==> src/rtl/iter_multiplier_pkg.sv <==
`default_nettype none
// ============================================================================
//  Module      : iter_multiplier_pkg
//  Description : Shared types and helpers for the iterative shift-add
//                multiplier. It provides the FSM state encoding and the
//                width of the iteration counter.
//  Revision    : 1.0 - initial release
// ============================================================================
package iter_multiplier_pkg;

  // Controller states.
  typedef enum logic [1:0] {
    IDLE = 2'd0,
    CALC = 2'd1,
    DONE = 2'd2
  } state_e;

  // The counter must be able to hold the value WIDTH, because the exit test
  // compares the count against WIDTH.
  function automatic int cnt_width(input int width);
    return $clog2(width + 1);
  endfunction

endpackage
`default_nettype wire

==> src/rtl/mult_abs.sv <==
`default_nettype none
// ============================================================================
//  Module      : mult_abs
//  Description : Combinational conditional two's-complement negate.
//                out_val = neg_en ? -in_val : in_val
//  Ports       : in_val  [W-1:0]  operand
//                neg_en           1 = negate
//                out_val [W-1:0]  result
//  Revision    : 1.0 - initial release
// ============================================================================
module mult_abs #(
  parameter int W = 32
) (
  input  logic [W-1:0] in_val,
  input  logic         neg_en,
  output logic [W-1:0] out_val
);

  // The most negative input maps back to itself. Read as an unsigned value,
  // that is its correct magnitude.
  assign out_val = neg_en ? (~in_val + W'(1)) : in_val;

endmodule
`default_nettype wire

==> src/rtl/iter_multiplier.sv <==
`default_nettype none
// ============================================================================
//  Module      : iter_multiplier
//  Description : Parametrised iterative shift-add multiplier with a
//                per-operation signed/unsigned mode and a full 2*WIDTH
//                product. It has valid/ready handshakes on the input and
//                output sides, and an optional early exit once the remaining
//                multiplier bits are all zero.
//  Ports       : clk, rst             clock, synchronous active-high reset
//                in_valid/in_ready    operand handshake (ready only in IDLE)
//                in_signed            1 = two's-complement operands
//                input_a, input_b     multiplicand, multiplier [WIDTH-1:0]
//                out_valid/out_ready  product handshake
//                output_z             product [2*WIDTH-1:0]
//                busy                 controller not in IDLE
//  Revision    : 1.0 - initial release
// ============================================================================
module iter_multiplier
  import iter_multiplier_pkg::*;
#(
  parameter int WIDTH     = 32,
  parameter bit EARLY_OUT = 1'b0
) (
  input  logic                 clk,
  input  logic                 rst,
  input  logic                 in_valid,
  output logic                 in_ready,
  input  logic                 in_signed,
  input  logic [WIDTH-1:0]     input_a,
  input  logic [WIDTH-1:0]     input_b,
  output logic                 out_valid,
  input  logic                 out_ready,
  output logic [2*WIDTH-1:0]   output_z,
  output logic                 busy
);

  localparam int             PW       = 2 * WIDTH;
  localparam int             CW       = cnt_width(WIDTH);
  localparam logic [CW-1:0]  CNT_LAST = CW'(WIDTH);

  state_e          state_q, state_d;
  logic [PW-1:0]   mag_a_q, mag_a_d;      // multiplicand, shifts left
  logic [WIDTH-1:0] mag_b_q, mag_b_d;     // multiplier, shifts right
  logic [PW-1:0]   acc_q, acc_d;
  logic [CW-1:0]   cnt_q, cnt_d;
  logic            neg_q, neg_d;
  logic            out_valid_q, out_valid_d;
  logic [PW-1:0]   output_z_q, output_z_d;

  logic [WIDTH-1:0] abs_a;
  logic [WIDTH-1:0] abs_b;
  logic [PW-1:0]    result;

  // The operand magnitudes are taken only for signed operations.
  mult_abs #(.W(WIDTH)) u_abs_a (
    .in_val  (input_a),
    .neg_en  (in_signed & input_a[WIDTH-1]),
    .out_val (abs_a)
  );

  mult_abs #(.W(WIDTH)) u_abs_b (
    .in_val  (input_b),
    .neg_en  (in_signed & input_b[WIDTH-1]),
    .out_val (abs_b)
  );

  // Negating a zero accumulator yields zero, so neg needs no zero check.
  mult_abs #(.W(PW)) u_abs_z (
    .in_val  (acc_q),
    .neg_en  (neg_q),
    .out_val (result)
  );

  always_comb begin
    state_d     = state_q;
    mag_a_d     = mag_a_q;
    mag_b_d     = mag_b_q;
    acc_d       = acc_q;
    cnt_d       = cnt_q;
    neg_d       = neg_q;
    out_valid_d = out_valid_q;
    output_z_d  = output_z_q;

    unique case (state_q)
      IDLE: begin
        if (in_valid) begin
          mag_a_d = {{WIDTH{1'b0}}, abs_a};
          mag_b_d = abs_b;
          neg_d   = in_signed & (input_a[WIDTH-1] ^ input_b[WIDTH-1]);
          acc_d   = '0;
          cnt_d   = '0;
          state_d = CALC;
        end
      end

      CALC: begin
        // The exit cycle does no iteration. This gives a latency of
        // WIDTH+1 cycles, or highest-set-bit index + 2 on an early exit.
        if ((cnt_q == CNT_LAST) || (EARLY_OUT && (mag_b_q == '0))) begin
          output_z_d  = result;
          out_valid_d = 1'b1;
          state_d     = DONE;
        end else begin
          if (mag_b_q[0]) begin
            acc_d = acc_q + mag_a_q;
          end
          mag_a_d = mag_a_q << 1;
          mag_b_d = mag_b_q >> 1;
          cnt_d   = cnt_q + CW'(1);
        end
      end

      DONE: begin
        if (out_ready) begin
          out_valid_d = 1'b0;
          state_d     = IDLE;
        end
      end

      default: state_d = IDLE;
    endcase
  end

  always_ff @(posedge clk) begin
    if (rst) begin
      state_q     <= IDLE;
      mag_a_q     <= '0;
      mag_b_q     <= '0;
      acc_q       <= '0;
      cnt_q       <= '0;
      neg_q       <= 1'b0;
      out_valid_q <= 1'b0;
      output_z_q  <= '0;
    end else begin
      state_q     <= state_d;
      mag_a_q     <= mag_a_d;
      mag_b_q     <= mag_b_d;
      acc_q       <= acc_d;
      cnt_q       <= cnt_d;
      neg_q       <= neg_d;
      out_valid_q <= out_valid_d;
      output_z_q  <= output_z_d;
    end
  end

  assign in_ready  = (state_q == IDLE);
  assign busy      = (state_q != IDLE);
  assign out_valid = out_valid_q;
  assign output_z  = output_z_q;

endmodule
`default_nettype wire

==> config.mk <==
export PLATFORM = sky130hd
export DESIGN_NAME = iter_multiplier
export DESIGN_NICKNAME = d
export VERILOG_FILES = /design/src/rtl/iter_multiplier_pkg.sv /design/src/rtl/mult_abs.sv /design/src/rtl/iter_multiplier.sv
export SDC_FILE = /design/constraint.sdc
export NUM_CORES = 1
export LEC_CHECK = 0
export ABC_AREA = 1
export CAP_MARGIN = 30
export CORE_MARGIN = 10
export CORE_UTILIZATION = 55
export DETAILED_ROUTE_END_ITERATION = 7
export HOLD_SLACK_MARGIN = 0.03
export PLACE_DENSITY = 0.88
export SETUP_SLACK_MARGIN = 0.15
export SYNTH_ARGS = -nofsm -noshare
export SYNTH_HDL_FRONTEND = slang
export SYNTH_SLANG_ARGS = --single-unit
export TNS_END_PERCENT = 20
==> constraint.sdc <==
create_clock -name clk -period 2.7 [get_ports clk]
set_input_delay 0.54 -clock clk [delete_from_list [all_inputs] [get_ports clk]]
set_output_delay 0.54 -clock clk [all_outputs]
set_load 0.02 [all_outputs]
==> results of run 1 <==
[kinds of logic (layout without fill, tap and decap cells)]
group / Yosys count / after routing / synth area share [%]
adder cells (fa/ha/maj): 69 / 69 / 4.75
XOR/XNOR: 67 / 67 / 3.20
buffers and inverters: 606 / 735 / 12.9
AND/OR/NAND/NOR: 1654 / 1654 / 37.5
AO/OA/AOI/OAI: 558 / 558 / 16.1
flip-flops: 234 / 234 / 25.5
[layout make-up]
type                       instances  area, sq um  share of cell area, %
timing repair buffer             184         1770                   8.33
clock inverter                    16          219                   1.03
tap                              442          553                   2.61
sequential                       234         4690                   22.1
clock buffer                      33          738                   3.48
inverter                         502         1890                   8.91
multi-input combinational       2348        11400                   53.5
[synth_stat cells, types with 2 or more instances]
cell type	n
o211ai_1	10
or2_2	16
nand2_2	5
clkbuf_1	54
o21ai_1	14
buf_4	4
xnor2_1	8
nor3_2	3
buf_2	25
nand4_1	35
nand3_1	251
nor2_4	4
nor4_1	6
nand2_1	973
a31oi_1	6
inv_2	12
nor2_1	296
o221ai_1	3
nor3b_1	3
buf_1	15
o31ai_1	5
inv_1	487
o21ai_4	2
nor3_1	37
a21o_1	2
buf_6	6
a211oi_1	4
a21oi_1	328
nor2_2	10
ha_1	68
xor2_1	59
a22oi_1	9
nand3b_1	9
o21ai_0	163
a21oi_2	3
clkinv_1	2
dfxtp_1	234
o21bai_1	4
[metal layers]
metal  share of wire [%]  GRT usage (%)
met3                 9.9           4.59
met1                  44           42.7
met5                   0              0
met2                  43           48.1
met4                 2.9           9.27
[placed cells by master, fill, tap and decap left out, types with 5 or more instances in the layout]
cell and instances:
nand4_1 35, or2_2 16, xnor2_1 8, nor3_1 37, o31ai_1 5, o21ai_0 163
nor4_1 6, a21oi_1 328, o21ai_1 14, nor2_4 5, inv_2 13, nor2_1 291
inv_1 487, o211ai_1 10, nand3b_1 9, xor2_1 59, a31oi_1 6, ha_1 65
nand3_1 250, nor2_2 14, clkbuf_16 27, clkdlybuf4s50_1 134, nand2_1 973, buf_4 46
dfxtp_1 233, a22oi_1 9
[worst max-delay path: stages, from the launching register on]
cell and delay, ns:
dfxtp_1 0.44, ha_1 0.42, nand2_1 0.13, nor2_1 0.30, nand2_1 0.17, nor2_1 0.11
nand2_1 0.06, nand3_1 0.20, nand2_1 0.17, nand3_1 0.10, nand2_1 0.05, nand3_1 0.08
a21oi_1 0.07
[metrics by stage]
stage,hold WS [ns],std cells,instance area [sq um]
after floorplan,0.445,3188,18300
after global placement,0.454,3710,20200
after detailed placement,0.466,3710,20200
after CTS,0.484,3759,21200
after global routing,0.513,3759,21200
final,0.487,3759,21200
[where the power goes]
part	internal (mW)	switching (mW)	total, mW	leakage (nW)
clock network	2.35	1.67	4.02	0.468
registers	3.57	0.113	3.69	1.90
logic	0.565	1.13	1.69	8.28
total	6.49	2.91	9.40	10.6
[final timing paths]
kind,cells past startpoint,to,slack [ns]
max,12,acc_q[53]$_SDFFE_PP0P_,0.25
min,2,mag_b_q[31]$_SDFFE_PP0P_,0.49
max reg2reg,12,acc_q[53]$_SDFFE_PP0P_,0.25
min reg2reg,2,mag_b_q[31]$_SDFFE_PP0P_,0.49
[registers in the layout, indices dropped and copies added, names as in the netlist]
| register | flops |
|---|---|
| out_valid | 1 |
| mag_a_q | 64 |
| acc_q | 64 |
| output_z | 64 |
| cnt_q | 6 |
| state_q | 2 |
| mag_b_q | 32 |
| neg_q | 1 |
==> results.toml, run 1 <==
[finish]
postLayoutCoreUtil_pct = 64.8
final_nets = 3435
n_fill_cell = 3174
syn_to_final_growth_pct = 15.6
insertedDiodeCount = 0
drive_gt1_share_pct = 5.06

[worst_setup_path]
critPathKind = "flop to flop"
start_kind = "flop"
arrival_ns = 2.88
critPathRequiredTime_ns = 3.13
r2r_start = "acc_q[19]$_SDFFE_PP0P_"
crit_fanout = 5
worst_setup_path_end_kind = "flop"
crit_start = "acc_q[19]$_SDFFE_PP0P_"

[pwr]
power_mw = 9.40
p_leak_nw = 10.6
peakVddDrop_mv = 0.468
powerDensity_nw_per_um2 = 443

[die]
ioPinCount = 136
fp.coreArea_sq_um = 32700
die_x_um = 203
initial_core_util_pct = 56.1
die_h_um = 203
dieArea_sq_um = 41100
placementRows = 66

[clocking]
clkTransAtPathRegs_ns = 0.07
ctsResizeCount = 0
cts_tree = "done"
cts_max_level = 1
cts.sinks = 234
postCtsSetupRepairBufs = 0
clockRootBuffer = "clkbuf_16"
clk_latency_ns = 0.58
cts_made_buffers = 27
clockBufferDepth = 3
postCtsHoldBufs = 0

[hold_path]
hold_start = "mag_b_q[31]$_SDFFE_PP0P_"
hold_path.class = "flop to flop"

[detailed_routing]
vias = 21100
drcViolationCount = 0
wire_per_inst_um = 17.5
ant_nets = 0
routed_via_density = 5.61
dr.pass1.iters = 6
initialDrtViolationCount = 2195
drt-total-wl_um = 65900

[placed_design]
dp_hpwl_um = 51500
portBuffers = 135
place_ws_ns = 0.0490
finalWeightedCongestion = 1.01

[sta]
rsz0062_at_grt = "true"
finalSetupTns_ns = 0
skew_ns = 0.0128
maxSlewViolCount = 0
setup_slack_ns = 0.248
worstMarginPinSlew_ns = 0.833
fin_crit_sh_pct = 90.8
setup_viol = 0
hold_viol = 0
period_needed_ns = 2.45
max_freq_mhz = 408
relSlewSlack_pct = 44.5

[synth]
syn_inst = 3188
yosys.area.top_type = "dfxtp_1"
synth_top_flop_cell = "dfxtp_1"
yosysWarnings = 0
synthDistinctLibCells = 51
avgSynthCellArea_sq_um = 5.75
async_flop_share_pct = 0
synth.area.top_cells = "dfxtp_1 26%, nand2_1 20%, inv_1 10%"
synth.yosys.seq_area_share_pct = 25.5
syn-cell-area_sq_um = 18300
synth_edf_count = 0
netlist.area_leader.share_pct = 25.5
synth-seq-cells = 234
syn_nets = 3326

[outcome]
status = "complete, no violations"

[global_route]
grt_max_degree = 113
first_global_vias = 19100
track_usage_pct = 30.7
grt_overflow = 0
antenna_found_initial = 0
grt_pass1_wl_um = 103000

[job]
maxCapViolations = 0
Note: power is estimated with default switching activity, not from simulation.
==> inputs of run 2 (changes only) <==
- CORE_MARGIN: 10 -> not set
==> run 2 against run 1 <==
Against the previous run: flip-flop and latch count unchanged; sequential share of layout area up 0.10 points; register-to-register slack worse by 0.02 ns; critical path type unchanged; largest power group is now registers.
==> results.toml, run 2 (synthesis results as in run 1) <==
[global_route]
track_usage_pct = 37.5
grt_max_degree = 114
antenna_found_initial = 0
first_global_vias = 19100
grt_pass1_wl_um = 101000
grt_overflow = 0

[pwr]
clock_power_share_pct = 39.5
p_int_mw = 6.12
combinationalPowerShare_pct = 19.1
peakVddDrop_mv = 0.427
p_sw_share_pct = 31.3
p_leak_nw = 10.6
powerDensity_nw_per_um2 = 422
seq_power_share_pct = 41.4
switchingPower_mw = 2.78

[worst_setup_path]
reg2reg_depth = 12
timing.rr.end = "acc_q[37]$_SDFFE_PP0P_"
regToRegSetupSlack_ns = 0.23
critical_path.max_stage_delay_ns = 0.42
crit_fanout = 5
critPathKind = "flop to flop"
worst_setup_path_end_kind = "flop"
slowest_stage = "dfxtp_1"
critPathRequiredTime_ns = 3.09
arrival_ns = 2.87
r2r_start = "acc_q[15]$_SDFFE_PP0P_"
path_common_cell = "nand2_1"
crit_start = "acc_q[15]$_SDFFE_PP0P_"
worstPathCellList = "ha_1 -> nand2_1 -> nor2_1 -> nand2_1 -> nor2_1 -> nand2_1 -> nand3_1 -> nand3_1 -> nand2_1 -> nand2_1 -> nand3_1 -> a21oi_1"
start_kind = "flop"

[sta]
setup_slack_ns = 0.228
skew_ns = 0.0116
holdWs_ns = 0.248
hold_viol = 0
worstMarginPinSlew_ns = 0.959
setup_viol = 0
maxSlewViolCount = 0
period_needed_ns = 2.47
fin_crit_sh_pct = 91.6
relSlewSlack_pct = 36.1
finalSetupTns_ns = 0
max_freq_mhz = 405
rsz0062_at_grt = "true"

[die]
dieArea_sq_um = 34100
initial_core_util_pct = 56.1
fp.coreArea_sq_um = 32700
placementRows = 66
ioPinCount = 136
die_x_um = 185
die_h_um = 185

[job]
maxCapViolations = 0

[finish]
final_nets = 3437
layout_common_cells = "972 x nand2_1, 487 x inv_1, 328 x a21oi_1"
final_common_cell = "nand2_1"
insertedDiodeCount = 0
syn_to_final_growth_pct = 15.1
n_fill_cell = 3169
drive_gt1_share_pct = 4.83

[detailed_routing]
wire_per_inst_um = 17.1
ant_nets = 0
initialDrtViolationCount = 2090
drcViolationCount = 0
wl_met2_um = 27900
vias = 20900
dr.pass1.iters = 6
routed-wl-met3_um = 6190
drt-met1-wl_um = 28500
drt-total-wl_um = 64300
routed_via_density = 5.57
routed.top_layer = "met4"

[placed_design]
dp_hpwl_um = 50200
portBuffers = 135
finalWeightedCongestion = 1.03
place_ws_ns = 0.0456

[clocking]
clkTransAtPathRegs_ns = 0.06
clk_latency_ns = 0.56
clockRootBuffer = "clkbuf_16"
clockBufferDepth = 3
postCtsSetupRepairBufs = 0
cts_tree = "done"
cts_max_level = 1
cts.sinks = 234
cts_made_buffers = 27

[hold_path]
hold_depth = 2
hold_path.class = "input pin to flop"
holdPathEnd = "mag_b_q[31]$_SDFFE_PP0P_"
hold_start = "rst"

[outcome]
status = "complete, no violations"
[run 2: repair_timing]
item	in CTS	in global routing
hold buffers	0	0
endpoints found under the setup margin	0	17
gates resized for setup	0	5
[run 2: worst max-delay path by stage]
stage / to / slack [ns] / cells after the start
global placement: mag_a_q[24]$_SDFFE_PP0P_ / 0.14 / 14
detailed placement: mag_a_q[24]$_SDFFE_PP0P_ / 0.05 / 13
finish: acc_q[37]$_SDFFE_PP0P_ / 0.23 / 12
global route: acc_q[36]$_SDFFE_PP0P_ / 0.08 / 15
CTS: acc_q[40]$_SDFFE_PP0P_ / 0.25 / 15
floorplan: acc_q[62]$_SDFFE_PP0P_ / 0.79 / 17
[run 2: routing by layer]
metal  vias up  GRT usage [%]
li1      10400              -
met1      9482           52.3
met2       947           59.6
met3       131           6.15
met4         0           9.26
met5         -              0
[run 2: final cells by class]
type	count	area, sq um	share of cell area [%]
tap	442	553	2.62
clock buffer	37	763	3.62
timing repair buffer	186	1830	8.65
clock inverter	9	66.3	0.314
multi-input combinational	2348	11300	53.7
inverter	502	1890	8.95
sequential	234	4690	22.2
[run 2: through the flow]
step / cell area (sq um) / instances / util (%) / power (mW)
final: 21100 / 3758 / 64.6 / 8.91
after global routing: 21100 / 3758 / 64.6 / 9.22
after CTS: 21100 / 3758 / 64.5 / 8.89
after detailed placement: 20300 / 3712 / 62.0 / 5.41
after global placement: 20200 / 3711 / 61.9 / 5.36
after floorplan: 18300 / 3188 / - / 4.84
[run 2: worst max-delay path, delay by kind of cell (launching register included)]
| kind | cells | cell delay (ns) |
|---|---|---|
| and+or+nand+nor | 10 | 1.42 |
| DFF | 1 | 0.42 |
| adders and majority gates | 1 | 0.40 |
| AOI/OAI and AO/OA | 1 | 0.07 |
[run 2: power by group through the flow]
stage / clock [mW] / combinational [mW] / sequential, mW
floorplan: 0 / 1.13 / 3.71
global placement: 0 / 1.61 / 3.75
detailed placement: 0 / 1.65 / 3.76
CTS: 3.54 / 1.66 / 3.68
global route: 3.66 / 1.86 / 3.70
finish: 3.52 / 1.70 / 3.69
